File: src/rtl/if_fetch_pkg.sv
// rtl/if_fetch_pkg.sv - shared widths, reset PC default and FSM encodings for the fetch stage
package if_fetch_pkg;
  localparam int InstAddrBus = 32;
  localparam int InstBus     = 32;
  localparam int ByteBus     = 8;
  localparam logic [InstAddrBus-1:0] RESET_PC_DEFAULT = 32'h0000_0000;

  typedef enum logic {
    S_ISSUE   = 1'b0,
    S_PRESENT = 1'b1
  } state_t;
endpackage

File: src/rtl/if_icache.sv
// rtl/if_icache.sv - direct-mapped one-word-per-line instruction cache (tag/data arrays, lookup + fill)
module if_icache
  import if_fetch_pkg::*;
#(
  parameter int LINES = 16
) (
  input  logic                   clk,
  input  logic                   rst_n,
  input  logic [InstAddrBus-1:0] lookup_addr,
  output logic                   hit,
  output logic [InstBus-1:0]     hit_data,
  input  logic                   fill_en,
  input  logic [InstAddrBus-1:0] fill_addr,
  input  logic [InstBus-1:0]     fill_data
);
  localparam int IW = $clog2(LINES);
  localparam int TW = InstAddrBus - IW - 2;

  logic [LINES-1:0]   valid;
  logic [TW-1:0]      tags [LINES];
  logic [InstBus-1:0] data [LINES];
  logic [IW-1:0]      lidx;
  logic [IW-1:0]      fidx;
  logic               unused_bits;

  assign lidx        = lookup_addr[IW+1:2];
  assign fidx        = fill_addr[IW+1:2];
  assign hit         = valid[lidx] && (tags[lidx] == lookup_addr[InstAddrBus-1:IW+2]);
  assign hit_data    = data[lidx];
  assign unused_bits = ^{lookup_addr[1:0], fill_addr[1:0]};

  // Only the valid bits need reset; tag/data are qualified by them.
  always_ff @(posedge clk or negedge rst_n) begin
    if (!rst_n) begin
      valid <= '0;
    end else if (fill_en) begin
      valid[fidx] <= 1'b1;
    end
  end

  always_ff @(posedge clk) begin
    if (fill_en) begin
      tags[fidx] <= fill_addr[InstAddrBus-1:IW+2];
      data[fidx] <= fill_data;
    end
  end
endmodule

File: src/rtl/if_fetch.sv
// rtl/if_fetch.sv - IF stage: byte-serial instruction fetch over the shared 8-bit port
// Define IF_ICACHE_EN to add the one-word direct-mapped instruction cache.
module if_fetch
  import if_fetch_pkg::*;
#(
  parameter logic [InstAddrBus-1:0] RESET_PC     = RESET_PC_DEFAULT,
  parameter int                     ICACHE_LINES = 16
) (
  input  logic                   clk,
  input  logic                   rst_n,
  input  logic                   br,
  input  logic [InstAddrBus-1:0] br_addr,
  input  logic                   stall,
  input  logic                   mem_busy,
  input  logic [ByteBus-1:0]     mem_din,
  output logic [InstAddrBus-1:0] mem_a,
  output logic                   mem_rd_en,
  output logic [InstAddrBus-1:0] if_pc,
  output logic [InstBus-1:0]     if_inst,
  output logic                   if_valid
);
  state_t                 state, state_nxt;
  logic [InstAddrBus-1:0] pc;
  logic [2:0]             k;
  logic [1:0]             cap_idx;
  logic                   inflight;
  logic [23:0]            bbuf;
  logic                   issue;
  logic                   cap_last;
  logic                   handshake;
  logic                   hit;
  logic                   hit_take;
  logic [InstBus-1:0]     hit_data;
  logic [InstBus-1:0]     fill_word;

  assign cap_last  = (state == S_ISSUE) && inflight && (cap_idx == 2'd3);
  assign handshake = (state == S_PRESENT) && if_valid && !stall;
  assign hit_take  = (state == S_ISSUE) && (k == 3'd0) && hit;
  assign fill_word = {mem_din, bbuf};

`ifdef IF_ICACHE_EN
  if_icache #(
    .LINES(ICACHE_LINES)
  ) u_icache (
    .clk        (clk),
    .rst_n      (rst_n),
    .lookup_addr(pc),
    .hit        (hit),
    .hit_data   (hit_data),
    .fill_en    (cap_last && !br),
    .fill_addr  (pc),
    .fill_data  (fill_word)
  );
`else
  logic unused_cfg;
  assign hit        = 1'b0;
  assign hit_data   = '0;
  assign unused_cfg = (ICACHE_LINES > 0);
`endif

  always_ff @(posedge clk or negedge rst_n) begin
    if (!rst_n) begin
      state <= S_ISSUE;
    end else begin
      state <= state_nxt;
    end
  end

  always_comb begin
    state_nxt = state;
    if (br) begin
      state_nxt = S_ISSUE;
    end else begin
      case (state)
        S_ISSUE:   if (hit_take || cap_last) state_nxt = S_PRESENT;
        S_PRESENT: if (handshake) state_nxt = S_ISSUE;
        default:   state_nxt = S_ISSUE;
      endcase
    end
  end

  // Request is combinational so mem_busy arbitrates the very cycle it is raised.
  always_comb begin
    issue     = rst_n && (state == S_ISSUE) && (k < 3'd4) && !mem_busy && !hit_take;
    mem_rd_en = issue;
    mem_a     = rst_n ? (pc + {29'd0, k}) : '0;
  end

  always_ff @(posedge clk or negedge rst_n) begin
    if (!rst_n) begin
      pc       <= RESET_PC;
      k        <= 3'd0;
      cap_idx  <= 2'd0;
      inflight <= 1'b0;
      bbuf     <= '0;
      if_pc    <= '0;
      if_inst  <= '0;
      if_valid <= 1'b0;
    end else if (br) begin
      // The byte requested this cycle comes back next cycle and is dropped via inflight.
      pc       <= br_addr;
      k        <= 3'd0;
      cap_idx  <= 2'd0;
      inflight <= 1'b0;
      if_valid <= 1'b0;
    end else begin
      inflight <= issue;
      if (issue) k <= k + 3'd1;
      if (inflight) begin
        cap_idx <= cap_idx + 2'd1;
        case (cap_idx)
          2'd0:    bbuf[7:0]   <= mem_din;
          2'd1:    bbuf[15:8]  <= mem_din;
          2'd2:    bbuf[23:16] <= mem_din;
          default: ;
        endcase
      end
      if (cap_last) begin
        if_inst  <= fill_word;
        if_pc    <= pc;
        if_valid <= 1'b1;
      end else if (hit_take) begin
        if_inst  <= hit_data;
        if_pc    <= pc;
        if_valid <= 1'b1;
      end
      if (handshake) begin
        if_valid <= 1'b0;
        pc       <= pc + 32'd4;
        k        <= 3'd0;
      end
    end
  end
endmodule

File: config.mk
export PLATFORM = sky130hd
export DESIGN_NAME = if_fetch
export DESIGN_NICKNAME = d
export VERILOG_FILES = /design/src/rtl/if_fetch_pkg.sv /design/src/rtl/if_icache.sv /design/src/rtl/if_fetch.sv
export SDC_FILE = /design/constraint.sdc
export NUM_CORES = 1
export LEC_CHECK = 0
export BUFFER_PORTS_ARGS = -buffer_cell sky130_fd_sc_hd__buf_2
export CORE_UTILIZATION = 40
export CTS_CLUSTER_SIZE = 25
export DETAILED_ROUTE_END_ITERATION = 10
export GPL_ROUTABILITY_DRIVEN = 0
export SLEW_MARGIN = 20
export SYNTH_ARGS = -nofsm -noshare
export SYNTH_HDL_FRONTEND = slang
export SYNTH_HIERARCHICAL = 1
export SYNTH_SLANG_ARGS = --single-unit
File: constraint.sdc
create_clock -name clk -period 2.75 [get_ports clk]
set_input_delay 0.55 -clock clk [delete_from_list [all_inputs] [get_ports clk]]
set_output_delay 0.55 -clock clk [all_outputs]
set_load 0.05 [all_outputs]
Word level (Yosys, flattened, before mapping)
Cells that the tools add are included.
{ "classes": {"n_lt_le_gt_ge": 1, "eq_ne": 3, "n_bitwise": 2, "n_addsub": 4, "n_reduce_logical": 18, "mux": 16} }
{ "ops": {"columns": ["cell", "n"], "rows": [
  ["32-bit two-way mux", 3],
  ["32-bit by 3-bit adder with 32-bit output", 1],
  ["32-bit by 3-bit adder with 32-bit output, second input constant", 1],
  ["3-bit two-way mux", 3],
  ["3-bit AND reduction", 3],
  ["1-bit logical AND", 7],
  ["1-bit two-way mux", 7],
  ["3-bit nonzero test", 2],
  ["2-bit == test, second input constant", 2],
  ["2-bit two-way mux", 2],
  ["2-bit nonzero test", 2],
  ["3-bit by 1-bit adder with 3-bit output, second input constant", 1],
  ["3-bit less-than comparator, second input constant", 1],
  ["2-bit by 1-bit adder with 2-bit output, second input constant", 1],
  ["2-bit by 1-bit == test with 1-bit output, second input constant", 1],
  ["1-bit zero test", 2],
  ["2-bit zero test", 1],
  ["1-bit NOT", 2],
  ["1-bit case mux with 2 select lines", 1],
  ["2-bit AND reduction", 1]
]} }
{ "totals": {"register_bits": 128, "inputBits": 45} }

Longest topological paths before layout
{ "depth": {"word_depth": 7, "mapped_depth": 9} }

Least setup slack after synthesis
Ideal clock, no wire load.
{ "synth_timing": {"path_type": "in2out", "from": "in rst_n", "to": "out mem_rd_en", "arrival_time_ns": 2.849, "required_time_ns": 2.200, "setup_slack_ns": -0.649, "cell_stages": 2, "cell_sequence": "clkbuf_1 > nor4b_1"} }
{ "synth_via": {"elab_chain_len": 3} }
{ "synth_rtl": {"columns": ["item", "line", "source"], "rows": [
  ["start: declaration", "if_fetch.sv:10", "input logic rst_n,"],
  ["1-bit logical AND (3 in a row)", "if_fetch.sv:84", "issue = rst_n && (state == S_ISSUE) && (k < 3'd4) && !mem_busy && !hit_take;"],
  ["end: declaration", "if_fetch.sv:17", "output logic mem_rd_en,"]
]} }
No other way between the ends.

Worst setup path in the final report
{ "layout_timing": {"from": "reg k[0]", "to": "out mem_a[26]"} }
{ "layout_via": {"elab_chain_len": 2} }
{ "layout_rtl": {"columns": ["item", "line", "source"], "rows": [
  ["start: declaration", "if_fetch.sv:24", "logic [2:0] k;"],
  ["start signal: assignment", "if_fetch.sv:108", "if (issue) k <= k + 3'd1;"],
  ["32-bit by 3-bit adder with 32-bit output", "if_fetch.sv:86", "mem_a = rst_n ? (pc + {29'd0, k}) : '0;"],
  ["32-bit two-way mux", "if_fetch.sv:86", null],
  ["end: declaration", "if_fetch.sv:16", "output logic [InstAddrBus-1:0] mem_a,"]
]} }
No other way between the ends.

==> metrics.txt <==
post-placement worst setup slack -0.292 ns; adder and majority gate portion of the synthesized area 0.0208; Synth Register Bits 128; post-route insts no fill 1,011; via density per instance 5.44; sequential fraction of the synthesis area 0.503; vias in the first global route 5,781; critical path class reg2out; Primary FF master, synth sky130_fd_sc_hd__dfrtp_1; number of placed instances with taps included 961; Req. time, crit path 2.20 ns; boundary pin count 143; area enclosed by the die boundary 16,400 um^2; post-synthesis xor/xnor area fraction 0.0247; effective utilization at floorplan 0.415; worst-case hold slack 0.0951 ns; first drt pass iteration count 5; count of final hold-check violations 0; setup slack of the critical path after layout -0.576 ns; total of warnings raised by yosys 6; DPL Wire Length 12,600 um; first-pass GRT wire length 29,100 um; share of the clock period used by the worst path after layout 1.21; via count 5,504; sort of element at the end of the critical path output pin; status finished with violations; Final Power 5.00 mW; final standard cell area without fillers 9110 um^2; # hold bufs at CTS 0; die extent in y 128 um; violated checks negative setup slack; relative slew slack 0.597; timing-limited maximum frequency 301 MHz; clock tree from TritonCTS done; cell area after technology mapping 6370 um^2; sum of negative setup slack -10.38 ns; # diodes 0; syn avg cell area 11.0 um^2; top area cells in the synthesized netlist sky130_fd_sc_hd__dfrtp_1 (50%), sky130_fd_sc_hd__mux2_2 (16%), sky130_fd_sc_hd__or4_1 (3.2%); post-placement cell area 7970 um^2; Clock transition at path regs 0.06 ns; fraction of synthesized cell area taken by the top area cell type 0.503; final wirelength 18,100 um; slew at the pin closest to its max-slew limit 0.603 ns; Critical Path Start Type register; violation count after the first detailed-route iteration 274; count of nets after finishing 842; time the worst path needs with I/O delays and setup 3.33 ns; proportion of synthesized flip-flops having asynchronous set or reset 1.00; Fin Clk Skew 0.00555 ns; number of buffers created by CTS 17; area of the placeable core 15,400 um^2; worst endpoint data arrival time 2.78 ns; post-layout util 0.593; total DRC errors in the routed layout 0; Final Slew Violations 0; max-capacitance violation count 0; CTS Buffer Depth 2; CTS sink count 128; standby leakage power 4.25 nW; multiplexer share of the synthesized area 0.165; Syn Nets 636; detailed-route wire length per cell 17.9 um; site row count 45; horizontal die dimension 128 um; synthesis-to-layout area growth 43.0%; worst-skew pair later-pin latency 0.43 ns; fraction of final layout cells with drive strength greater than 1 0.541; count of filler cells inserted in the layout 1,290; deepest level of the CTS H-tree 4; grt total ovfl 0; I/O Buffers 142; cell area power density 549 nW/um^2; gr usage total 0.231; area fraction in and, or, nand and nor cells after synthesis 0.153; cell type with the highest aggregate area in the netlist sky130_fd_sc_hd__dfrtp_1; type of the tightest min-delay check in2async; number of distinct library cell variants in the gate-level netlist after synthesis 47; maximum net fanout on the critical path 8; buffer cell driving the clock tree root sky130_fd_sc_hd__clkbuf_16; initial antenna violation count 1; largest net degree at the start of global routing 56; remaining antenna violation count 0; count of mapped cells out of synthesis 581; worst IR drop on VDD 0.000401 V; RSZ-0062 raised after global routing true; Final setup viols 27; fraction of the mapped netlist area in compound gates 0.0938; dominant combinational cell family by area after synthesis multiplexers; number of synthesized flops with an enable pin 0
cells in the final DEF, fill, tap and decap left out, types with 4 or more instances in the layout:
cell type,synthesis,final
sky130_fd_sc_hd__nand2_1,39,39
sky130_fd_sc_hd__inv_6,0,5
sky130_fd_sc_hd__o21ai_0,25,23
sky130_fd_sc_hd__nand3_1,11,9
sky130_fd_sc_hd__a21oi_1,27,4
sky130_fd_sc_hd__xor2_1,5,5
sky130_fd_sc_hd__dfrtp_1,128,127
sky130_fd_sc_hd__nand2b_1,5,4
sky130_fd_sc_hd__nor2_1,35,33
sky130_fd_sc_hd__o31ai_1,20,13
sky130_fd_sc_hd__inv_1,8,7
sky130_fd_sc_hd__buf_6,2,35
sky130_fd_sc_hd__or3_4,0,5
sky130_fd_sc_hd__nand4_1,10,10
sky130_fd_sc_hd__a21oi_4,0,19
sky130_fd_sc_hd__or2_2,5,5
sky130_fd_sc_hd__or4_1,27,16
sky130_fd_sc_hd__ha_1,9,6
sky130_fd_sc_hd__or4_4,0,11
sky130_fd_sc_hd__or3_1,16,11
sky130_fd_sc_hd__clkbuf_16,0,17
sky130_fd_sc_hd__buf_2,12,113
sky130_fd_sc_hd__nor4_1,7,4
sky130_fd_sc_hd__o31ai_2,0,7
sky130_fd_sc_hd__xnor2_1,13,12
sky130_fd_sc_hd__a21oi_2,0,4
sky130_fd_sc_hd__o211ai_1,4,4
sky130_fd_sc_hd__buf_4,3,82
sky130_fd_sc_hd__mux2_2,89,89
sky130_fd_sc_hd__a31oi_1,14,14
per-layer routing:
metal	global-route usage	share of wire
met4	0.0927	0.020
met2	0.388	0.50
met1	0.283	0.43
met3	0.0605	0.054
met5	0	0.00066
path summary, 6_finish.rpt:
kind | slack, ns | cells after the start | endpoint | startpoint
worst min register to register | 0.50 | 1 | if_pc[18]$_DFFE_PN0P_ | if_pc[18]$_DFFE_PN0P_
worst max register to register | 0.58 | 6 | pc[24]$_DFFE_PN0N_ | pc[9]$_DFFE_PN0N_
worst min-delay path | 0.1 | 2 | if_pc[8]$_DFFE_PN0P_ | rst_n
min in group clk | 0.33 | 3 | pc[23]$_DFFE_PN0N_ | br_addr[23]
max in group asynchronous | 1.96 | 3 | bbuf[23]$_DFFE_PN0P_ | rst_n
worst max-delay path | -0.58 | 9 | mem_a[26] | k[0]$_DFFE_PN0P_
synth_stat cells (all sizes together) (9+ instances only):
| master | instances |
|---|---|
| or3 | 16 |
| nor2 | 35 |
| nand3 | 11 |
| o21ai | 25 |
| nand4 | 12 |
| dfrtp | 128 |
| a31oi | 14 |
| ha | 9 |
| or4 | 27 |
| mux2 | 89 |
| clkbuf | 26 |
| xnor2 | 13 |
| a21oi | 27 |
| inv | 9 |
| nand2 | 39 |
| buf | 20 |
| o31ai | 20 |
critical path: stages, from the launching register on:
cell                       delay, ns
sky130_fd_sc_hd__dfrtp_1        0.35
sky130_fd_sc_hd__ha_2           0.20
sky130_fd_sc_hd__inv_2          0.04
sky130_fd_sc_hd__fa_2           0.37
sky130_fd_sc_hd__nor2b_4        0.15
sky130_fd_sc_hd__o211ai_1       0.19
sky130_fd_sc_hd__buf_6          0.20
sky130_fd_sc_hd__or4_4          0.53
sky130_fd_sc_hd__a21oi_4        0.14
sky130_fd_sc_hd__buf_6          0.17
sequential cells by signal, summed over array words and instances, names as in the netlist:
signal,count
cap_idx,2
pc,32
bbuf,24
if_pc,32
if_inst,32
if_valid,1
state,1
k,3
inflight,1
report_power, final:
| part | switching [mW] | leakage, nW | internal, mW |
|---|---|---|---|
| Clock | 0.897 | 0.258 | 1.16 |
| Combinational | 0.511 | 2.31 | 0.350 |
| Sequential | 0.0849 | 1.68 | 2.00 |
| Total | 1.49 | 4.25 | 3.51 |
cell families after synthesis:
| group | after synthesis |
|---|---|
| buf+inv | 56 |
| fa+ha+maj | 10 |
| compound gates | 98 |
| simple gates | 177 |
| mux | 94 |
| xor+xnor | 18 |
| flops | 128 |
repair_timing:
action	CTS	global route
gates resized for setup	96	21
pin swaps	27	20
cloned	1	0
setup buffers	10	9
endpoints found under the setup margin	27	27
cell type report:
class	instances	area (um^2)	area share
clock buffer	18	429	0.0471
clock inverter	14	108	0.0118
inverter	10	37.5	0.00412
multi-input combinational	397	3430	0.377
sequential	128	3200	0.352
tap	211	264	0.0290
timing repair buffer	233	1640	0.179
(Power assumes the default switching activity.)
